### config.mk
export PLATFORM = sky130hd
export DESIGN_NAME = aig_tt_sweeper
export DESIGN_NICKNAME = d
export VERILOG_FILES = /design/src/rtl/aig_tt_sweeper.sv
export SDC_FILE = /design/constraint.sdc
export NUM_CORES = 1
export LEC_CHECK = 0
export ABC_AREA = 1
export BUFFER_PORTS_ARGS = -buffer_cell sky130_fd_sc_hd__buf_2
export CAP_MARGIN = 20
export CELL_PAD_IN_SITES_DETAIL_PLACEMENT = 0
export CELL_PAD_IN_SITES_GLOBAL_PLACEMENT = 2
export CORE_UTILIZATION = 34
export DETAILED_ROUTE_END_ITERATION = 8
export PLACE_DENSITY_LB_ADDON = 0.1
export SKIP_LAST_GASP = 1
export SYNTH_ARGS = -nofsm -noshare
export SYNTH_HDL_FRONTEND = slang
export SYNTH_SLANG_ARGS = --single-unit
### constraint.sdc
create_clock -name clk -period 5.12 [get_ports clk]
set_input_delay 1.28 -clock clk [delete_from_list [all_inputs] [get_ports clk]]
set_output_delay 1.28 -clock clk [all_outputs]
set_load 0.05 [all_outputs]
### src/rtl/aig_tt_sweeper.sv
// aig_tt_sweeper: walks every input vector of an NVARS-input AIG function in
// ascending order, holds each vector for SETTLE+1 cycles, samples the AIG
// output into a truth table and scores it against an expected table.
// Optional feature macro: AIG_TT_FIRST_FAIL_EN adds ff_vld_o / ff_idx_o,
// reporting the index of the first mismatching sample of a sweep.
module aig_tt_sweeper #(
    parameter int NVARS  = 4,
    parameter int SETTLE = 0
) (
    input  logic                    clk,
    input  logic                    rst_n,
    input  logic                    start_i,
    input  logic                    abort_i,
    input  logic [(1<<NVARS)-1:0]   exp_tt_i,
    output logic [NVARS-1:0]        x_o,
    input  logic                    y_i,
    output logic                    busy_o,
    output logic                    done_o,
    output logic [(1<<NVARS)-1:0]   tt_o,
    output logic                    pass_o,
    output logic [NVARS:0]          mism_cnt_o
`ifdef AIG_TT_FIRST_FAIL_EN
    ,
    output logic                    ff_vld_o,
    output logic [NVARS-1:0]        ff_idx_o
`endif
);

    localparam int TT_W = 1 << NVARS;
    localparam logic [3:0]       SETTLE_W = 4'(SETTLE);
    localparam logic [NVARS-1:0] IDX_LAST = {NVARS{1'b1}};

    typedef enum logic {
        IDLE = 1'b0,
        RUN  = 1'b1
    } state_e;

    state_e            state_q, state_d;
    logic [NVARS-1:0]  idx_q, idx_d;
    logic [3:0]        wcnt_q, wcnt_d;
    logic [TT_W-1:0]   exp_q, exp_d;
    logic [TT_W-1:0]   tt_q, tt_d;
    logic [NVARS:0]    mism_q, mism_d;
    logic              pass_q, pass_d;
    logic              done_q, done_d;
    logic              ff_vld_q, ff_vld_d;
    logic [NVARS-1:0]  ff_idx_q, ff_idx_d;

    logic accept;
    logic sample;
    logic last;
    logic miss;

    assign accept = start_i && !abort_i;
    assign sample = (wcnt_q == SETTLE_W);
    assign last   = (idx_q == IDX_LAST);
    assign miss   = y_i ^ exp_q[idx_q];

    // State register: IDLE on reset, otherwise follow the next-state logic.
    always_ff @(posedge clk or negedge rst_n) begin
        if (!rst_n) begin
            state_q <= IDLE;
        end else begin
            state_q <= state_d;
        end
    end

    // Next state: start launches a sweep, abort or the final sample ends it.
    always_comb begin
        state_d = state_q;
        case (state_q)
            IDLE: if (accept) state_d = RUN;
            RUN: begin
                if (abort_i) begin
                    state_d = IDLE;
                end else if (sample && last) begin
                    state_d = IDLE;
                end
            end
            default: state_d = IDLE;
        endcase
    end

    // Datapath next values: vector stepping, settle wait, sampling and scoring.
    always_comb begin
        idx_d    = idx_q;
        wcnt_d   = wcnt_q;
        exp_d    = exp_q;
        tt_d     = tt_q;
        mism_d   = mism_q;
        pass_d   = pass_q;
        done_d   = 1'b0;
        ff_vld_d = ff_vld_q;
        ff_idx_d = ff_idx_q;
        case (state_q)
            IDLE: begin
                if (accept) begin
                    exp_d    = exp_tt_i;
                    idx_d    = '0;
                    wcnt_d   = '0;
                    tt_d     = '0;
                    mism_d   = '0;
                    pass_d   = 1'b0;
                    ff_vld_d = 1'b0;
                    ff_idx_d = '0;
                end
            end
            RUN: begin
                if (abort_i) begin
                    idx_d  = '0;
                    wcnt_d = '0;
                    pass_d = 1'b0;
                end else if (!sample) begin
                    wcnt_d = wcnt_q + 4'd1;
                end else begin
                    tt_d[idx_q] = y_i;
                    mism_d      = mism_q + (NVARS+1)'(miss);
                    if (miss && !ff_vld_q) begin
                        ff_vld_d = 1'b1;
                        ff_idx_d = idx_q;
                    end
                    wcnt_d = '0;
                    if (!last) begin
                        idx_d = idx_q + NVARS'(1);
                    end else begin
                        idx_d  = '0;
                        done_d = 1'b1;
                        pass_d = (mism_d == '0);
                    end
                end
            end
            default: ;
        endcase
    end

    // Datapath registers: everything returns to zero on reset.
    always_ff @(posedge clk or negedge rst_n) begin
        if (!rst_n) begin
            idx_q    <= '0;
            wcnt_q   <= '0;
            exp_q    <= '0;
            tt_q     <= '0;
            mism_q   <= '0;
            pass_q   <= 1'b0;
            done_q   <= 1'b0;
            ff_vld_q <= 1'b0;
            ff_idx_q <= '0;
        end else begin
            idx_q    <= idx_d;
            wcnt_q   <= wcnt_d;
            exp_q    <= exp_d;
            tt_q     <= tt_d;
            mism_q   <= mism_d;
            pass_q   <= pass_d;
            done_q   <= done_d;
            ff_vld_q <= ff_vld_d;
            ff_idx_q <= ff_idx_d;
        end
    end

    assign x_o        = idx_q;
    assign busy_o     = (state_q == RUN);
    assign done_o     = done_q;
    assign tt_o       = tt_q;
    assign pass_o     = pass_q;
    assign mism_cnt_o = mism_q;

`ifdef AIG_TT_FIRST_FAIL_EN
    assign ff_vld_o = ff_vld_q;
    assign ff_idx_o = ff_idx_q;
`else
    logic unusedFf;
    assign unusedFf = ff_vld_q ^ (^ff_idx_q);
`endif

endmodule

==> out/results.ini <==
[final_layout]
design_area_um2 = 2869
fillers = 759
postLayoutCoreUtil_pct = 42.00
area_delta_synth_final_pct = 18.26
nets = 380
drive_above_1_share_pct = 19.32
final_cells = 448
regArea_um2 = 1201
multi_input_area_um2 = 1007
n_antenna_cell = 0

[cts]
cts_max_path_buffers = 2
postCtsHoldBufs = 0
cts_tree = yes
cts-htree-levels = 2
clk_latency_ns = 0.30
post_cts_buffers = 0
cts_buffers = 5
root_buffer = clkbuf_8
ctsResizeCount = 0
clkTransAtPathRegs_ns = 0.09
cts.sinks = 48

[power]
p_leak_nw = 1.453
power.total_mw = 1.087
p_per_area_nw_per_um2 = 378.9
ir_worst_vdd_mv = 0.1843

[grt]
grt_usage_pct = 17.30
grt_max_degree = 49
grt_first_pass_wirelength_um = 9915
grt.overflow.total = 0
grt_antenna_before_repair = 0
grt_pass1_vias = 2020

[sta]
slew-limit-headroom_pct = 54.93
hold_slack_ns = 0.4848
worst_slew_pin_slew_ns = 0.6753
setup-violations-final = 0
min_period_ns = 2.752
finalSetupTns_ns = 0
finalHoldViolCount = 0
slew_viol_final = 0
clock.fmax_ghz = 0.3633
timing.final.crit_share_pct = 53.75
rsz0062_at_grt = no
fin_ws_ns = 2.368
finClkSkew_ns = 0.003204

[placement]
pre_cts_ws_ns = 2.203
dp.final_hpwl_um = 4216
portBuffers = 48
dpl.cell_count = 440
gp_congestion = 0.7901
place_area_um2 = 2779

[critical_path]
critPathMaxStageDelay_ns = 0.78
slowest_stage = dfrtp_1
arrival_ns = 1.47
crit_fanout = 17
path_class = flip-flop to output port
cp_num_buf_inv = 1
path_cells = buf_2
critPathLaunch = busy_o
timing.rr.start = x_o[0]
crit_path_start_kind = flip-flop
worst_setup_path_end_kind = output port
cp.required_ns = 3.84
crit_family = flip-flops

[synthesis]
synth_ff_type = dfrtp_1
async_reset_ff_share_pct = 100.0
synthCells = 301
synth_top_area_share_pct = 49.51
synth_mux_area_share_pct = 0
syn-cell-area_um2 = 2426
synth_compound_area_share_pct = 15.47
synth-simple-area-share_pct = 20.22
synth_nets = 330
synth-seq-cells = 48
syn_avg_cell_area_um2 = 8.060
synth_adder_area_share_pct = 4.126
yosysMostFrequentCell = nand2_1
synth_cell_types = 25
ys.warnings.count = 0
synthTopCellsByArea = dfrtp_1 (50%), nand2_1 (12%), inv_1 (7.3%)
synth_edf_count = 0
yosys.area.top_type = dfrtp_1
yosysSeqAreaShare_pct = 49.51
synth_top_family_by_area = simple AND/OR/NAND/NOR gates
ys_top_cells_by_count = nand2_1 (78), dfrtp_1 (48), inv_1 (47)
yosys.area_share.xor_xnor_pct = 1.444

[route]
vias_per_cell = 4.589
drc = 0
avgRoutedWirePerCell_um = 13.26
first_pass_iters = 4
ant_nets = 0
vias = 2056
drt_iter0_drc = 101
wl_um = 5942

[floorplanning]
core_um2 = 6832
fp-row-count = 30
start_util_pct = 35.51
die_x_um = 86.47
dieArea_um2 = 7477
io_pins = 49
chipHeight_um = 86.47

[min_path]
worstHoldStart = tt_o[5]
hp-class = flip-flop to flip-flop

[outcome]
status = completed

[flow_run]
drv_cap = 0

==> placed cells by master, fill, tap and decap left out, types with 5 or more instances in the layout <==
master | synthesis | routed
inv_1 | 47 | 47
nand2_1 | 78 | 78
ha_1 | 8 | 8
a21oi_1 | 14 | 14
nand3_1 | 15 | 15
clkbuf_8 | 0 | 6
dfrtp_1 | 48 | 48
buf_2 | 2 | 48
nor2_1 | 13 | 13
o21ai_0 | 35 | 35
o22ai_1 | 8 | 8
o31ai_1 | 5 | 5
==> where the power goes <==
part	switching, mW	total [mW]	internal (mW)
clock network	0.125	0.235	0.110
logic	0.277	0.382	0.105
registers	0.0435	0.470	0.426
==> sequential cells by signal, indices dropped and copies added (netlist names) <==
register and cells:
x_o 4, done_o 1, tt_o 16, busy_o 1
exp_q 16, mism_cnt_o 5, wcnt_q 4, pass_o 1
==> logic make-up (layout without fill, tap and decap cells) <==
| kind of cell | Yosys count | in the layout |
|---|---|---|
| and+or+nand+nor | 116 | 116 |
| AOI/OAI and AO/OA | 66 | 66 |
| buffers and inverters | 59 | 110 |
| DFF | 48 | 48 |
| adders and majority gates | 8 | 8 |
| xor gates and xnor gates | 4 | 4 |
==> worst paths after layout <==
kind                              to  slack [ns]  depth (start not counted)
max                           busy_o        2.37                          1
min                          tt_o[5]        0.48                          2
max reg2reg                   pass_o        2.51                         16
min reg2reg                  tt_o[5]        0.48                          2
max in group asynchronous  exp_q[11]        3.60                          2
min in group asynchronous   exp_q[5]        1.07                          2
==> cell type report <==
class,count,area share (%)
flip-flops and latches,48,41.87
multi-input cells,194,35.11
repair buffers,50,8.897
inverters,52,6.803
well taps,96,4.187
clock buffers,8,3.140
==> per-layer routing <==
| layer | up-vias | part of all wire, % | GRT usage [%] |
|---|---|---|---|
| met5 | - | 0 | 0 |
| met4 | 0 | 0.93 | 3.636 |
| met3 | 6 | 3.4 | 3.714 |
| met2 | 33 | 47 | 27.99 |
| met1 | 952 | 49 | 23.89 |
| li1 | 1065 | - | - |
Note: power is estimated with default switching activity, not from simulation.
